File: src/rtl/keypad_conditioner.sv
// Input conditioning for the microwave front panel: synchronises and debounces keypad,
// buttons and door switch, and turns each accepted key press into a one-cycle strobe.
module keypad_conditioner #(
    parameter int DEBOUNCE_CYCLES = 20,
    parameter int CNT_W           = 5
) (
    input  logic       clk,
    input  logic       reset,
    input  logic [9:0] keypad_raw,
    input  logic       startn_raw,
    input  logic       stopn_raw,
    input  logic       clearn_raw,
    input  logic       door_raw,
    output logic [9:0] keypad,
    output logic [3:0] key_code,
    output logic       key_valid,
    output logic       key_err,
    output logic       startn,
    output logic       stopn,
    output logic       clearn,
    output logic       door_closed
);

    localparam int N_IN = 14;
    // Idle levels: keys released, buttons released (high), door open (safe)
    localparam logic [N_IN-1:0] RST_VAL_C  = {1'b0, 1'b1, 1'b1, 1'b1, 10'b0000000000};
    localparam logic [CNT_W-1:0] CNT_LAST_C = CNT_W'(DEBOUNCE_CYCLES - 1);
    localparam logic [CNT_W-1:0] CNT_ONE_C  = CNT_W'(1);

    typedef enum logic [0:0] {
        IDLE = 1'b0,
        HELD = 1'b1
    } state_t;

    logic [N_IN-1:0]  raw_s;
    logic [N_IN-1:0]  meta_r;
    logic [N_IN-1:0]  sync_r;
    logic [N_IN-1:0]  deb_r;
    logic [CNT_W-1:0] cnt_r [N_IN];
    logic [9:0]       key_s;

    state_t     state_r, state_s;
    logic [9:0] keypad_r, keypad_s;
    logic [3:0] key_code_r, key_code_s;
    logic       key_valid_r, key_valid_s;
    logic       key_err_r, key_err_s;

    function automatic logic is_one_hot(input logic [9:0] k);
        return (k != 10'd0) && ((k & (k - 10'd1)) == 10'd0);
    endfunction

    function automatic logic [3:0] encode_key(input logic [9:0] k);
        logic [3:0] code;
        code = 4'd0;
        for (int i = 0; i < 10; i++) begin
            if (k[i]) begin
                code = 4'(i);
            end else begin
                code = code;
            end
        end
        return code;
    endfunction

    assign raw_s = {door_raw, clearn_raw, stopn_raw, startn_raw, keypad_raw};
    assign key_s = deb_r[9:0];

    // Two-flop synchroniser for every raw input
    always_ff @(posedge clk or posedge reset) begin
        if (reset) begin
            meta_r <= RST_VAL_C;
            sync_r <= RST_VAL_C;
        end else begin
            meta_r <= raw_s;
            sync_r <= meta_r;
        end
    end

    // Per-input debounce: flip only after DEBOUNCE_CYCLES consecutive mismatches
    always_ff @(posedge clk or posedge reset) begin
        if (reset) begin
            deb_r <= RST_VAL_C;
            for (int i = 0; i < N_IN; i++) begin
                cnt_r[i] <= {CNT_W{1'b0}};
            end
        end else begin
            for (int i = 0; i < N_IN; i++) begin
                if (sync_r[i] == deb_r[i]) begin
                    cnt_r[i] <= {CNT_W{1'b0}};
                end else if (cnt_r[i] == CNT_LAST_C) begin
                    deb_r[i] <= ~deb_r[i];
                    cnt_r[i] <= {CNT_W{1'b0}};
                end else begin
                    cnt_r[i] <= cnt_r[i] + CNT_ONE_C;
                end
            end
        end
    end

    // Key FSM next-state and next-output logic; key_code holds between strobes
    always_comb begin
        state_s     = state_r;
        keypad_s    = 10'd0;
        key_code_s  = key_code_r;
        key_valid_s = 1'b0;
        key_err_s   = key_err_r;
        case (state_r)
            IDLE: begin
                if (key_s == 10'd0) begin
                    key_err_s = 1'b0;
                end else if (is_one_hot(key_s)) begin
                    keypad_s    = key_s;
                    key_code_s  = encode_key(key_s);
                    key_valid_s = 1'b1;
                    state_s     = HELD;
                end else begin
                    key_err_s = 1'b1;
                    state_s   = HELD;
                end
            end
            HELD: begin
                if (key_s == 10'd0) begin
                    key_err_s = 1'b0;
                    state_s   = IDLE;
                end else if (!is_one_hot(key_s)) begin
                    key_err_s = 1'b1;
                end else begin
                    key_err_s = key_err_r;
                end
            end
            default: begin
                state_s   = IDLE;
                key_err_s = 1'b0;
            end
        endcase
    end

    // Key FSM state and registered key outputs
    always_ff @(posedge clk or posedge reset) begin
        if (reset) begin
            state_r     <= IDLE;
            keypad_r    <= 10'd0;
            key_code_r  <= 4'd0;
            key_valid_r <= 1'b0;
            key_err_r   <= 1'b0;
        end else begin
            state_r     <= state_s;
            keypad_r    <= keypad_s;
            key_code_r  <= key_code_s;
            key_valid_r <= key_valid_s;
            key_err_r   <= key_err_s;
        end
    end

    assign keypad      = keypad_r;
    assign key_code    = key_code_r;
    assign key_valid   = key_valid_r;
    assign key_err     = key_err_r;
    assign startn      = deb_r[10];
    assign stopn       = deb_r[11];
    assign clearn      = deb_r[12];
    assign door_closed = deb_r[13];

endmodule

File: config.mk
export PLATFORM = sky130hd
export DESIGN_NAME = keypad_conditioner
export DESIGN_NICKNAME = d
export VERILOG_FILES = /design/src/rtl/keypad_conditioner.sv
export SDC_FILE = /design/constraint.sdc
export NUM_CORES = 1
export LEC_CHECK = 0
export ABC_AREA = 1
export ABC_CLOCK_PERIOD_IN_PS = 7700
export CELL_PAD_IN_SITES_DETAIL_PLACEMENT = 1
export CELL_PAD_IN_SITES_GLOBAL_PLACEMENT = 1
export CORE_MARGIN = 10
export CORE_UTILIZATION = 54
export DETAILED_ROUTE_END_ITERATION = 8
export DONT_BUFFER_PORTS = 1
export MAX_ROUTING_LAYER = met4
export PLACE_DENSITY_LB_ADDON = 0.1
export SLEW_MARGIN = 40
export SYNTH_ARGS = -nofsm -noshare
export SYNTH_HDL_FRONTEND = slang
export SYNTH_SLANG_ARGS = --single-unit
File: constraint.sdc
create_clock -name clk -period 7.7 [get_ports clk]
set_clock_uncertainty 0.05 [all_clocks]
set_input_delay 0.77 -clock clk [delete_from_list [all_inputs] [get_ports clk]]
set_output_delay 0.77 -clock clk [all_outputs]
set_load 0.01 [all_outputs]
==> results.sh <==
export IMPL_ys_warn_count=0
export IMPL_synth_cells=482
export IMPL_overflow=0
export IMPL_syn_cell_area_sq_mm=0.00527
export IMPL_final_common_cell="dfrtp_1"
export IMPL_end_kind="output port"
export IMPL_grtUsageTotal_pct=17.4
export IMPL_io_buffer_count=0
export IMPL_cts_sinks=129
export IMPL_required_ns=6.88
export IMPL_clock_latency_ns=0.52
export IMPL_ys_seq_elements=129
export IMPL_combPwrFrac_pct=3.6
export IMPL_min_from="clearn_raw"
export IMPL_postPlaceCellArea_sq_mm=0.00542
export IMPL_postCtsHoldBufs=0
export IMPL_yosys_top_cells_area="dfrtp_1 57%, nor2_1 6.1%, nand3_1 4.7%"
export IMPL_layout_common_cells="120 x dfrtp_1, 85 x nor2_1, 49 x nand3_1, 43 x nand2_1, 38 x inv_1"
export IMPL_final_design_area_no_fill_sq_mm=0.00608
export IMPL_rsz0062_at_grt="no"
export IMPL_grt_pass1_wl_um=19200
export IMPL_synth_cell_types=25
export IMPL_clock_path_buffers=2
export IMPL_yosysSeqAreaShare_pct=61.5
export IMPL_wl_per_cell_um=17.1
export IMPL_ir_drop_mv=0.190
export IMPL_outcome="complete, no violations"
export IMPL_utilization_pct=64.9
export IMPL_p_int_mw=1.31
export IMPL_synth_top_cell_area_share_pct=57.0
export IMPL_grt_pass1_vias=3857
export IMPL_p_leak_nw=2.95
export IMPL_power_density_mw_per_mm2=275
export IMPL_rows=35
export IMPL_boundaryPins=36
export IMPL_multiInputGateArea_sq_mm=0.00184
export IMPL_totalPowerFinal_mw=1.67
export IMPL_final_setup_viol_count=0
export IMPL_die_area_sq_mm=0.0141
export IMPL_clkPwrFrac_pct=53.1
export IMPL_hpwl_um=6970
export IMPL_fillers=984
export IMPL_syn_avg_cell_area_sq_um=10.9
export IMPL_clock_fmax_mhz=523
export IMPL_totalWireLength_um=11000
export IMPL_slew_headroom_pct=52.9
export IMPL_drive_gt1_share_pct=15.2
export IMPL_start_kind="flop"
export IMPL_vias=3329
export IMPL_rr_startpoint="deb_r[8]"
export IMPL_antenna_left=0
export IMPL_seq_area_sq_mm=0.00324
export IMPL_finalSetupTns_ns=0
export IMPL_n_antenna_cell=0
export IMPL_cts_root_buf="clkbuf_8"
export IMPL_cp_startpoint="deb_r[12]"
export IMPL_sw_frac_of_total_pct=21.5
export IMPL_nNetsFinal=531
export IMPL_cts_max_level=4
export IMPL_cts_buffers=17
export IMPL_hold_class="in -> reg"
export IMPL_cts_repair_resized=0
export IMPL_whs_ns=0.194
export IMPL_power_switching_mw=0.360
export IMPL_synth_area_leader_cell="dfrtp_1"
export IMPL_via_per_inst=5.18
export IMPL_worstPathMaxFanout=3
export IMPL_crit_type="reg -> out"
export IMPL_fp_dieH_um=119
export IMPL_cts_tree="done"
export IMPL_min_period_ns=1.91
export IMPL_start_util_pct=56.2
export IMPL_max_cap_violations=0
export IMPL_syn_num_nets=512
export IMPL_dr_pass1_iters=4
export IMPL_slew_violations=0
export IMPL_antenna_found_initial=0
export IMPL_gp_congestion=0.753
export IMPL_area_delta_synth_final_pct=15.5
export IMPL_seq_power_share_pct=43.3
export IMPL_post_cts_setup_buffers=0
export IMPL_clkSlewWorstSetupHoldPaths_ns=0.06
export IMPL_tightest_slew_ns=0.707
export IMPL_fin_crit_sh_pct=24.8
export IMPL_grt_start_max_net_pins=71
export IMPL_die_x_um=119
export IMPL_drc_errors=0
export IMPL_core_sq_mm=0.00937
export IMPL_arrival_ns=1.09
export IMPL_finalHoldViolCount=0
export IMPL_drt_iter0_drc=162
==> worst paths after layout <==
kind                                to  depth (start not counted)  slack (ns)
min in group asynchronous     cnt_r[8]                          1        0.20
hold / removal              meta_r[12]                          0        0.19
setup reg to reg           key_code[1]                          8        5.83
hold reg to reg              sync_r[7]                          0        0.30
max in group asynchronous     deb_r[1]                          2        6.34
setup / recovery                clearn                          0        5.79
==> area by class of cell <==
type / count / area share, %
flip-flops and latches: 129 / 53.2
multi-input cells: 307 / 30.3
clock buffers: 21 / 7.55
clock inverters: 11 / 3.29
inverters: 45 / 2.82
well taps: 129 / 2.65
repair buffers: 1 / 0.185
==> through the flow <==
| stage | cells | setup slack [ns] |
|---|---|---|
| after global routing | 643 | 5.68 |
| final | 643 | 5.79 |
| after CTS | 643 | 5.76 |
| after floorplan | 482 | 3.45 |
| after global placement | 611 | 5.45 |
| after detailed placement | 611 | 5.71 |
==> cell usage after synthesis (all sizes together) <==
| master | instances |
|---|---|
| nor2 | 102 |
| o21ai | 5 |
| nand2 | 47 |
| nor3 | 1 |
| dfstp | 9 |
| o21a | 10 |
| ha | 14 |
| inv | 45 |
| nor3b | 3 |
| dfrtp | 120 |
| nand3 | 51 |
| xor2 | 27 |
| a21oi | 22 |
| and2 | 2 |
| xnor2 | 19 |
| buf | 1 |
| mux2 | 4 |
==> power by group through the flow <==
stage               clock (mW)  combinational [mW]  sequential [mW]
finish                   0.889              0.0605            0.725
global route             0.934              0.0722            0.729
CTS                      0.898              0.0633            0.725
detailed placement           0              0.0613            0.736
global placement             0              0.0560            0.734
floorplan                    0              0.0474            0.731
==> kinds of logic after synthesis <==
group / Yosys count / synth area share, %
flops: 129 / 61.5
simple gates: 206 / 19.0
fa+ha+maj: 14 / 3.32
xor+xnor: 46 / 7.65
buf+inv: 46 / 3.59
compound gates: 37 / 4.13
mux: 4 / 0.855
==> flip-flops by register name, summed over array words and instances (netlist names) <==
name and cells:
meta_r 14, key_valid 1, deb_r 14, key_code 4, sync_r 14, keypad 10, cnt_r 70, state_r 1
key_err 1
==> metal layers <==
layer,track usage [%],wire [um]
met3,4.28,250
met1,17.8,4270
met5,-,0
met4,6.41,161
met2,31.4,6330
Power figures use the tool's default switching activity.
